$ cat src/rtl/hack_pkg.sv
// hack_pkg: shared widths, FSM state encoding and jump-bit positions for the
// Hack program-counter unit. HALT_DETECT_EN adds the HALT state to the enum.
package hack_pkg;

    // Program counter / ROM address width.
    localparam int PC_W = 15;

    // Bit positions of the jump field (instruction[2:0]).
    localparam int JBIT_LT = 2;
    localparam int JBIT_EQ = 1;
    localparam int JBIT_GT = 0;

`ifdef HALT_DETECT_EN
    typedef enum logic [1:0] {
        ST_IDLE  = 2'd0,
        ST_FETCH = 2'd1,
        ST_EXEC  = 2'd2,
        ST_HALT  = 2'd3
    } pc_state_e;
`else
    typedef enum logic [1:0] {
        ST_IDLE  = 2'd0,
        ST_FETCH = 2'd1,
        ST_EXEC  = 2'd2
    } pc_state_e;
`endif

endpackage

$ cat src/rtl/jump_cond.sv
// jump_cond: combinational Hack jump evaluation from the jump bits and ALU flags.
// A-instructions never jump; zr=1 with ng=1 is evaluated literally.
module jump_cond
    import hack_pkg::*;
(
    input  logic       is_c_instr,
    input  logic [2:0] jbits,
    input  logic       zr,
    input  logic       ng,
    output logic       jump
);

    // Any enabled comparison that matches the flags selects the jump target.
    always_comb begin
        jump = is_c_instr & ((jbits[JBIT_LT] & ng) |
                             (jbits[JBIT_EQ] & zr) |
                             (jbits[JBIT_GT] & ~ng & ~zr));
    end

endmodule

$ cat src/rtl/pc_unit.sv
// pc_unit: Hack CPU program counter and instruction-fetch sequencer.
// IDLE waits for run, FETCH handshakes with the ROM, EXEC waits for the CPU to
// finish the instruction and then advances or jumps.
// Build macro HALT_DETECT_EN: a taken self-jump parks the unit in HALT and
// raises `halted`; without it the self-jump simply refetches forever.
module pc_unit
    import hack_pkg::*;
(
    input  logic            clk,
    input  logic            reset,
    input  logic            run,
    output logic            rom_req,
    output logic [PC_W-1:0] rom_addr,
    input  logic            rom_ack,
    output logic            fetch_ready,
    input  logic            instr_valid,
    input  logic            is_c_instr,
    input  logic [2:0]      jbits,
    input  logic [PC_W-1:0] a_reg,
    input  logic            zr,
`ifdef HALT_DETECT_EN
    input  logic            ng,
    output logic            halted
`else
    input  logic            ng
`endif
);

    pc_state_e       state_q, state_d;
    logic [PC_W-1:0] pc_q, pc_d;
    logic [PC_W-1:0] pc_inc;
    logic            jump;

    jump_cond u_jump_cond (
        .is_c_instr (is_c_instr),
        .jbits      (jbits),
        .zr         (zr),
        .ng         (ng),
        .jump       (jump)
    );

    // Sequential increment wraps naturally at the 15-bit boundary.
    assign pc_inc   = pc_q + PC_W'(1);
    assign rom_addr = pc_q;

`ifdef HALT_DETECT_EN
    assign halted = (state_q == ST_HALT);
`endif

    // State and PC registers; reset abandons any outstanding fetch.
    // NOTE: registers use non-blocking assignments so every flop samples pre-edge values.
    always_ff @(posedge clk or posedge reset) begin
        if (reset) begin
            state_q <= ST_IDLE;
            pc_q    <= '0;
        end else begin
            state_q <= state_d;
            pc_q    <= pc_d;
        end
    end

    // Next-state, next-PC and Moore outputs; rom_ack/instr_valid only matter in their own states.
    // NOTE: every output is defaulted first so no path through the case can infer a latch.
    always_comb begin
        state_d     = state_q;
        pc_d        = pc_q;
        rom_req     = 1'b0;
        fetch_ready = 1'b0;
        case (state_q)
            ST_IDLE: begin
                if (run) state_d = ST_FETCH;
            end
            ST_FETCH: begin
                rom_req = 1'b1;
                if (rom_ack) state_d = ST_EXEC;
            end
            ST_EXEC: begin
                fetch_ready = 1'b1;
                if (instr_valid) begin
`ifdef HALT_DETECT_EN
                    if (jump && (a_reg == pc_q)) begin
                        state_d = ST_HALT;
                    end else begin
                        pc_d    = jump ? a_reg : pc_inc;
                        state_d = ST_FETCH;
                    end
`else
                    pc_d    = jump ? a_reg : pc_inc;
                    state_d = ST_FETCH;
`endif
                end
            end
`ifdef HALT_DETECT_EN
            ST_HALT: begin
                state_d = ST_HALT;
            end
`endif
            default: begin
                state_d = ST_IDLE;
            end
        endcase
    end

endmodule

$ cat config.mk
export PLATFORM = sky130hd
export DESIGN_NAME = pc_unit
export DESIGN_NICKNAME = d
export VERILOG_FILES = /design/src/rtl/hack_pkg.sv /design/src/rtl/jump_cond.sv /design/src/rtl/pc_unit.sv
export SDC_FILE = /design/constraint.sdc
export NUM_CORES = 1
export LEC_CHECK = 0
export CELL_PAD_IN_SITES_DETAIL_PLACEMENT = 0
export CELL_PAD_IN_SITES_GLOBAL_PLACEMENT = 1
export CORE_ASPECT_RATIO = 1.2
export CORE_MARGIN = 3
export CORE_UTILIZATION = 32
export DETAILED_ROUTE_END_ITERATION = 7
export HOLD_SLACK_MARGIN = 0.1
export PLACE_DENSITY = 0.89
export SLEW_MARGIN = 15
export SYNTH_ARGS = -nofsm -noshare
export SYNTH_HDL_FRONTEND = slang
export SYNTH_SLANG_ARGS = --single-unit
$ cat constraint.sdc
create_clock -name clk -period 1.8 [get_ports clk]
set_clock_uncertainty 0.05 [all_clocks]
set_input_delay 0.54 -clock clk [delete_from_list [all_inputs] [get_ports clk]]
set_output_delay 0.54 -clock clk [all_outputs]
set_load 0.1 [all_outputs]
==> key figures <==
Final layout
  – Layout net count: ~210
  – Area growth, synth to finish: 78.3%
  – Layout cells sized above 1: 34.3%
  – ANT cells: 0
  – Non-Filler Instances: 218

Logic synthesis
  – Post-synthesis sequential area ratio: 37.3%
  – Post-synthesis async set-or-reset flop share: 100%
  – Top-count cell post-synth: dfrtp_1
  – Largest family of logic cells by synthesized area: simple AND/OR/NAND/NOR gates
  – Synth Instances: 126
  – Synth top cells by count: dfrtp_1, mux2i_1, nand2_1, nand3_1, inv_1
  – Mapped Area: 0.00114 mm^2
  – Post-synth top area share: 37.3%
  – Post-synthesis xor/xnor area fraction: 0%
  – Number of distinct library cells after synthesis: 40
  – Syn avg cell area: just over 9 um^2
  – Largest area contributor in the netlist: dfrtp_1
  – Synthesized Nets: roughly 150
  – Mux contribution to synthesized area: 7.90%
  – Synth Flop Type: dfrtp_1
  – Synth Area in Compound Gates: 20.1%
  – Synth area leaders: dfrtp_1, mux2i_1, nand3_1, a2bb2oi_1, nor3_1
  – #FFs+latches synth: 17
  – Yosys warning total: 0
  – Post-Synth Simple-Gate Area: 26.8%
  – EDFF count, synth: 0
  – Post-synthesis adder-cell area fraction: 1.10%

Worst setup path
  – Worst Path Max Fanout: 12
  – Critical Path, Cell by Cell: dlygate4sd2_1, a22o_1, o21ai_4, clkbuf_16, nor3_1, a211oi_1
  – Launching element type of the critical path: input port
  – Worst reg-to-reg setup slack: around 0.080 ns
  – Critical Path AT: about 1.9 ns
  – Top delay family on crit path: compound AO/OA/AOI/OAI gates
  – Worst path depth: 6
  – R2R Path Start: rom_addr[1]
  – WS Path Type: input port to register
  – Reg2reg end: rom_addr[12]
  – CP Capture Type: register
  – Critical Path Slowest Stage Cell: dlygate4sd2_1
  – R2R cell count: 5
  – Critical Path RT: approximately 1.9 ns
  – Critical path buffers and inverters: 2
  – CP peak stage delay: 0.27 ns

GRT
  – Vias in the first global route: 1282
  – Total GRT Usage: 16.8%
  – Grt ovf: 0
  – First-pass GRT wire length: around 5700 um
  – Pin count of the biggest net entering global routing: 25
  – Initial antenna violation count: 0

STA
  – Setup TNS: 0 ns
  – Maximum clock rate: 575 MHz
  – Tcrit/Tclk final: between 90% and 100%
  – Setup violators final: 0
  – Final worst slack: 0.0602 ns
  – Final max-slew violation count: 0
  – Max_slew headroom: 74.0%
  – Tmin final: 1.74 ns
  – Worst Tran Pin Value: 0.387 ns
  – RSZ-0062 raised after global routing: no
  – Final hold vios: 0

Clocking
  – Reg clk slew, reported paths: approximately 0.07 ns
  – Clock sinks: 17
  – Clk_lat worst skew: 0.26 ns
  – TritonCTS clock tree: yes
  – Hold-fix buffers, CTS: 0
  – CTS buffer count: 3
  – CTS H-tree depth: 1
  – Clock Tree Buf Depth: 2
  – CTS root buf: clkbuf_8

Place
  – Placed cell count: 210
  – Port Buf Inserts: 42
  – Post-place setup slack: -0.369 ns
  – HPWL after DPL: 2550 um
  – Gpl congestion: 0.830

Hold path
  – Hold path cells: 1
  – Hold path endpoint: state_q[0]
  – HP Start: state_q[0]
  – HP Class: register to register

Floorplanning
  – Top-Level Pins: 43
  – Cell row count: 23
  – Die width: 60.5 um
  – Chip Height: 71.4 um
  – Initial Utilization: 33.9%
  – CORE AREA: 0.00337 mm^2
  – Die ar.: 0.00432 mm^2

Detailed routing
  – DRC viols: 0
  – Post-DRT Antenna Nets: 0
  – DR iter-0 viols: 41
  – Vias after detailed routing: 1257
  – Drt pass-1 iters: 4
  – Post-DR wirelength/cell: approximately 17 um
  – Final wirelength: 3690 um
  – Via-to-Cell Ratio: 5.77

Pwr
  – Power Density: 1820 mW/mm^2
  – Peak supply drop: 1.24 mV
  – Static leakage: about 0.00087 uW

Job
  – Max-cap violations: 0

Outcome
  – Status: complete, no violations
[registers in the layout, indices dropped and copies added, names as in the netlist]
name      count
rom_addr     15
state_q       2
[area by class of cell]
| type | count | area, um^2 |
|---|---|---|
| fillers | 278 | 1340 |
| repair buffers | 58 | 763 |
| multi-input cells | 94 | 698 |
| flip-flops and latches | 17 | 448 |
| well taps | 37 | 46.3 |
| clock buffers | 3 | 41.3 |
| inverters | 8 | 30.0 |
| clock inverters | 1 | 5.00 |
[metrics by stage]
step | instance area (um^2) | power, uW | hold WS (ns) | utilization, %
detailed placement | 1880 | 3340 | 0.510 | 55.8
floorplan | 1190 | 2370 | 0.416 | -
CTS | 1930 | 3660 | 0.523 | 57.3
global route | 2030 | 3850 | 0.564 | 60.3
global placement | 1880 | 3310 | 0.467 | 55.8
finish | 2030 | 3700 | 0.521 | 60.3
[timing repair]
item / 4_1_cts / 5_1_grt
setup buffers: 0 / 2
hold endpoints to repair: 0 / 0
pin swaps: 4 / 3
gates resized for setup: 3 / 8
setup endpoints to repair: 11 / 13
cloned: 0 / 2
[cell families after synthesis]
family | count (synthesis)
and+or+nand+nor | 52
DFF | 17
muxes | 9
AOI/OAI and AO/OA | 32
buffers and inverters | 15
adders and majority gates | 1
[power by group]
group          switching [uW]  total [uW]  internal [uW]
clock                     146         300            154
sequential                338         912            574
combinational            1540        2490            952
total                    2020        3700           1680
[layer usage]
metal	part of all wire, %	global-route usage [%]
met1	39	21.2
met2	51	27.9
met3	6.5	3.42
met4	3.4	6.27
met5	0	0
[worst max path at each step]
stage / from / endpoint / slack (ns)
after global routing: rom_addr[1] / rom_addr[12] / 0.01
final: ng / rom_addr[11] / 0.06
after global placement: ng / rom_addr[9] / -0.30
after detailed placement: ng / rom_addr[9] / -0.37
after CTS: jbits[2] / rom_addr[2] / 0.006
after floorplan: state_q[1] / fetch_ready / -0.06
[cells in the final DEF (no fill, tap or decap), types with 2 or more instances in the layout]
cell / synthesis / layout
clkdlybuf4s50_1: 0 / 20
buf_12: 0 / 18
buf_4: 1 / 13
nand3_1: 9 / 9
nand2_1: 9 / 9
mux2i_1: 9 / 9
dfrtp_2: 0 / 9
inv_1: 8 / 8
nor3_1: 7 / 7
o21ai_1: 7 / 7
nand4_1: 5 / 5
dfrtp_1: 17 / 5
a2bb2oi_1: 5 / 4
nor2_1: 4 / 4
a21oi_1: 4 / 4
nor4_2: 0 / 3
o2bb2ai_1: 3 / 3
and4_1: 3 / 3
clkbuf_8: 0 / 3
dlymetal6s2s_1: 0 / 3
dfrtp_4: 0 / 3
a22o_1: 2 / 2
a211oi_2: 1 / 2
nor2b_2: 0 / 2
clkbuf_16: 0 / 2
dlygate4sd2_1: 0 / 2
Power figures use the tool's default switching activity.
